## src/rtl/phy_pkg.sv

```systemverilog
// Constants and lane-state encoding shared by the transmit serializer and
// the receive-side deserializer.
package phy_pkg;

    localparam int          WORD_W   = 8;
    localparam logic [7:0]  COM_CHAR = 8'hBC;

    typedef enum logic {
        SYNC   = 1'b0,
        ACTIVE = 1'b1
    } lane_state_t;

endpackage

```

## src/rtl/par_serial_tx.sv

```systemverilog
// Parallel-to-serial transmit stage: one {valid, byte} word every WORD_W bit
// clocks, sent MSB-first, with comma fill for idle words and post-reset sync.
module par_serial_tx
    import phy_pkg::lane_state_t;
    import phy_pkg::SYNC;
    import phy_pkg::ACTIVE;
#(
    parameter int                 WORD_W     = phy_pkg::WORD_W,
    parameter logic [WORD_W-1:0]  COM_CHAR   = phy_pkg::COM_CHAR,
    parameter int                 SYNC_WORDS = 4
) (
    input  logic              clk_32f,
    input  logic              reset,
    input  logic [WORD_W:0]   data_in,
    output logic              load_req,
    output logic              data_out,
    output logic              active
);

    localparam int             CNT_W    = $clog2(WORD_W);
    localparam logic [CNT_W-1:0] CNT_LAST = CNT_W'(WORD_W - 1);
    localparam logic [7:0]     SYNC_LAST = 8'(SYNC_WORDS - 1);

    logic [CNT_W-1:0]   cnt_reg, cnt_next;
    logic [WORD_W-1:0]  sh_reg, sh_next;
    logic [7:0]         scnt_reg, scnt_next;
    lane_state_t        state_reg, state_next;

    // cnt resets to its last value so the first edge after release loads a word.
    always_ff @(posedge clk_32f or negedge reset) begin
        if (!reset) begin
            cnt_reg   <= CNT_LAST;
            sh_reg    <= '0;
            scnt_reg  <= '0;
            state_reg <= SYNC;
        end else begin
            cnt_reg   <= cnt_next;
            sh_reg    <= sh_next;
            scnt_reg  <= scnt_next;
            state_reg <= state_next;
        end
    end

    always_comb begin
        cnt_next   = cnt_reg + 1'b1;
        sh_next    = {sh_reg[WORD_W-2:0], 1'b0};
        scnt_next  = scnt_reg;
        state_next = state_reg;
        if (load_req) begin
            cnt_next = '0;
            case (state_reg)
                SYNC: begin
                    sh_next   = COM_CHAR;
                    scnt_next = scnt_reg + 8'd1;
                    if (scnt_reg == SYNC_LAST) begin
                        state_next = ACTIVE;
                    end
                end
                ACTIVE: begin
                    sh_next = data_in[WORD_W] ? data_in[WORD_W-1:0] : COM_CHAR;
                end
                default: begin
                    state_next = SYNC;
                end
            endcase
        end
    end

    assign load_req = (cnt_reg == CNT_LAST);
    assign data_out = sh_reg[WORD_W-1];
    assign active   = (state_reg == ACTIVE);

endmodule

```

## config.mk

```make
export PLATFORM = sky130hd
export DESIGN_NAME = par_serial_tx
export DESIGN_NICKNAME = d
export VERILOG_FILES = /design/src/rtl/phy_pkg.sv /design/src/rtl/par_serial_tx.sv
export SDC_FILE = /design/constraint.sdc
export NUM_CORES = 1
export LEC_CHECK = 0
export CAP_MARGIN = 20
export CORE_UTILIZATION = 50
export DETAILED_ROUTE_END_ITERATION = 8
export PLACE_DENSITY = 0.76
export SYNTH_ARGS = -nofsm -noshare
export SYNTH_HDL_FRONTEND = slang
export SYNTH_SLANG_ARGS = --single-unit
```

## constraint.sdc

```tcl
create_clock -name clk_32f -period 2.1 [get_ports clk_32f]
set_input_delay 0.315 -clock clk_32f [delete_from_list [all_inputs] [get_ports clk_32f]]
set_output_delay 0.315 -clock clk_32f [all_outputs]
set_load 0.01 [all_outputs]
```

# Word level (Yosys, flattened, before mapping)
# Index checks and enable logic that the tools add are counted.
[classes] add_sub_neg=2 eq_ne=2 n_mux=6 bitwise=1 reduce_logical=1
[op_table] op="$mux W8" count=2
[op_table] op="$pmux W8 S2" count=1
[op_table] op="$add A8 B1 Y8 const B" count=1
[op_table] op="$eq A8 B2 Y1 const B" count=1
[op_table] op="$add A3 B1 Y3 const B" count=1
[op_table] op="$eq A3 B3 Y1 const B" count=1
[op_table] op="$mux W3" count=1
[op_table] op="$mux W1" count=2
[op_table] op="$reduce_and A2 Y1" count=1
[op_table] op="$not A1 Y1" count=1
[totals] regBits=20 inputBits=11 out_inout_bits=3 word_cells=16

# Longest topological paths before layout
[depth] ltp_word=3 ltp_mapped=7 depth_no_buf=5

# Least setup slack after synthesis
# No wires, ideal clock.
[synth_path] path_kind="register -> register" start="register cnt_reg[0]" end="register scnt_reg[1]" setup_ns=0.125 t_arrival_ns=1.460 required_time_ns=1.975 setup_slack_ns=0.515 path_stages_with_launch=7 n_path_buf=2 period_less_slack_ns=1.585 path_cell_list="dfstp_2 > ha_1 > ha_1 > buf_6 > and2b_1 > buf_6 > mux2_4"
[synth_between] elab_chain_len=2
[synth_rtl] element="from (decl)" line="par_serial_tx.sv:24" rtl="logic [CNT_W-1:0] cnt_reg, cnt_next;"
[synth_rtl] element="from (signal assigned)" line="par_serial_tx.sv:37" rtl="cnt_reg <= cnt_next;"
[synth_rtl] element="$eq A3 B3 Y1" line="par_serial_tx.sv:69" rtl="assign load_req = (cnt_reg == CNT_LAST);"
[synth_rtl] element="$reduce_and A2 Y1 (no line)"
[synth_rtl] element="to (signal assigned)" line="par_serial_tx.sv:39" rtl="scnt_reg <= scnt_next;"
[synth_rtl] element="to (decl)" line="par_serial_tx.sv:26" rtl="logic [7:0] scnt_reg, scnt_next;"
# Every way passes these cells.
# A chain may end at the register's enable or synchronous reset.

# Worst setup path in the final report
[layout_path] start="register cnt_reg[0]" end="output port load_req"
[layout_between] elab_chain_len=1
[layout_rtl] element="$eq A3 B3 Y1" line="par_serial_tx.sv:69"
[layout_rtl] element="to (decl)" line="par_serial_tx.sv:15" rtl="output logic load_req,"
# Every way passes these cells.

==> impl_metrics.json <==
{
  "ant_nets": 0,
  "yosys.area.top_type_share": 0.5007,
  "final_hold_viol_count": 0,
  "drc": 0,
  "crit_type": "register to primary output",
  "synth_compound_area_frac": 0.05302,
  "htreeDepth": 1,
  "drv_slew": 0,
  "synth_warnings": 0,
  "ys_seq_area_frac": 0.5935,
  "first_pass_iters": 4,
  "reg2reg_to": "scnt_reg[1]$_DFFE_PN0P_",
  "grt_usage": 0.1658,
  "fin_util": 0.6761,
  "nets": 105,
  "num-fill-cells": 121,
  "worst_pin_slew_ns": 0.2934,
  "worstReg2RegStart": "cnt_reg[0]$_DFF_PN1_",
  "synth-simple-area-share": 0.1635,
  "areaGrowthSynthToFinish_pct": 22.68,
  "diodes": 0,
  "insertion_delay_ns": 0.30,
  "drtIter0Drc": 5,
  "setup_violations": 0,
  "finalCritPeriodShare": 0.7881,
  "routed-via-count": 534,
  "io_buffers": 13,
  "synth.mux.area_fraction": 0.01767,
  "crit_fanout": 2,
  "clk_pin_slew_ns": 0.11,
  "grt_pass1_wl_mm": 2.235,
  "cts_tree": "yes",
  "slowest_stage": "dfstp_2",
  "final_cells": 105,
  "start_util": 0.5511,
  "min_period_ns": 1.655,
  "slew_headroom": 0.8017,
  "vias_per_cell": 5.086,
  "r2r_setup_slack_ns": 0.49,
  "hp-class": "input pin to async pin",
  "hold_buffers": 0,
  "clk_path_buf_depth": 2,
  "synth_most_common_cell": "dfrtp_1",
  "async_flop_share": 1.000,
  "netlist_area_um2": 849.6,
  "antenna_found_initial": 0,
  "ys_types": 19,
  "max-vdd-ir-drop_mv": 0.7560,
  "synth_top_family_by_area": "simple AND/OR/NAND/NOR gates",
  "row_count": 14,
  "synth_fp_nets": 88,
  "overflow": 0,
  "synth_edf_count": 0,
  "setup_tns_ns": 0,
  "cellLeakagePower_nw": 0.4988,
  "cpMostUsedCell": "ha_1",
  "fmax_mhz": 604.2,
  "hpwlAfterDp_um": 973.2,
  "ctsResizeCount": 0,
  "wl_per_cell_um": 12.83,
  "cp-end-kind": "primary output",
  "synth-adder-area-share": 0.05891,
  "cp_cell_sequence": "ha_1 > ha_1 > dlymetal6s2s_1",
  "clock_skew_ns": 0.006528,
  "core_area_um2": 1541,
  "required_ns": 1.78,
  "synth_xor_area_frac": 0.07216,
  "netlist_instances": 73,
  "grt_pass1_vias": 505,
  "crit_arrival_ns": 1.34,
  "die_x_um": 43.22,
  "max_cap_violations": 0,
  "rsz0062_at_grt": "false",
  "routed_wl_mm": 1.347,
  "placedCellCount": 101,
  "path_buf_inv": 1,
  "critical_path.max_stage_delay_ns": 0.54,
  "synth_area_leaders": "dfrtp_1, dfstp_2, xnor2_1",
  "avgSynthCellArea_um2": 11.64,
  "cts_sinks": 20,
  "synth_common_cells": "dfrtp_1, nor2_1, xnor2_1",
  "reg2reg_depth": 4,
  "outcome": "completed",
  "synth_top_area_cell": "dfrtp_1",
  "power_density_nw_per_um2": 708.6,
  "synth_ff_type": "dfrtp_1",
  "gp_congestion": 0.6960,
  "worst_setup_path_start_kind": "register",
  "ios": 14,
  "cts-root-buf": "clkbuf_4",
  "numCtsBuffers": 3,
  "die-area_um2": 1868,
  "ys_seq_elements": 20,
  "grt_max_degree": 21,
  "path_delay_family": "flip-flops",
  "dieHeight_um": 43.22,
  "drive_above_1_share": 0.1124,
  "post_cts_buffers": 0
}
[through the flow]
step           total power, mW  hold slack, ns  setup slack [ns]  cell area [um^2]
6_report                0.7385          0.3385            0.4450              1042
5_1_grt                 0.7711          0.3398            0.3322              1042
4_1_cts                 0.7503          0.3341           0.04228              1040
3_5_place_dp            0.4412          0.4797            0.3843             987.2
3_3_place_gp            0.4402          0.4647            0.4276             987.2
2_1_floorplan           0.4097         0.01941            0.5151             849.6
[worst max-delay path by stage]
stage | from | endpoint | slack, ns | cells after the start
floorplan | cnt_reg[0]$_DFF_PN1_ | scnt_reg[1]$_DFFE_PN0P_ | 0.52 | 6
global placement | cnt_reg[0]$_DFF_PN1_ | load_req | 0.43 | 3
detailed placement | cnt_reg[0]$_DFF_PN1_ | load_req | 0.38 | 3
CTS | cnt_reg[0]$_DFF_PN1_ | load_req | 0.04 | 3
global route | cnt_reg[0]$_DFF_PN1_ | scnt_reg[7]$_DFFE_PN0P_ | 0.33 | 5
finish | cnt_reg[0]$_DFF_PN1_ | load_req | 0.45 | 3
[report_power, final]
group	switching [mW]	leakage (nW)	total (mW)	internal, mW
Combinational	0.0166	0.230	0.0395	0.0228
Clock	0.112	0.0279	0.305	0.193
Sequential	0.00180	0.241	0.394	0.392
[kinds of logic after synthesis]
family,count (synthesis)
simple gates,28
buf+inv,5
xor+xnor,7
compound gates,8
flops,20
fa+ha+maj,4
mux,1
[cells in the final DEF (no fill, tap or decap)]
master | synthesis | layout
nand2_1 | 5 | 5
bufinv_16 | 0 | 1
dfrtp_1 | 17 | 17
buf_4 | 0 | 2
nor2_1 | 12 | 12
mux2_4 | 1 | 1
o22ai_1 | 2 | 2
inv_1 | 2 | 2
xor2_1 | 1 | 1
ha_1 | 4 | 4
nand4_1 | 5 | 5
xnor2_1 | 6 | 6
and3_1 | 2 | 2
dfstp_2 | 3 | 3
clkdlybuf4s50_1 | 0 | 12
dlymetal6s2s_1 | 0 | 1
and2b_1 | 1 | 1
clkbuf_4 | 0 | 3
a21o_1 | 1 | 1
a21oi_1 | 5 | 5
nor4b_1 | 2 | 2
nor2b_1 | 1 | 1
[area by class of cell]
type | instances | area (um^2) | area share
clock buffers | 3 | 22.52 | 0.02161
clock inverters | 1 | 30.03 | 0.02881
inverters | 2 | 7.507 | 0.007203
multi-input cells | 48 | 310.3 | 0.2977
flip-flops and latches | 20 | 504.2 | 0.4838
well taps | 16 | 20.02 | 0.01921
repair buffers | 15 | 147.6 | 0.1417
[layer usage]
metal,global-route usage,routed length (um),vias to the layer above
li1,-,-,279
met1,0.2213,630,241
met2,0.2657,625,12
met3,0.03830,72,2
met4,0.05455,19,0
met5,0,0,-
Power figures use the tool's default switching activity.
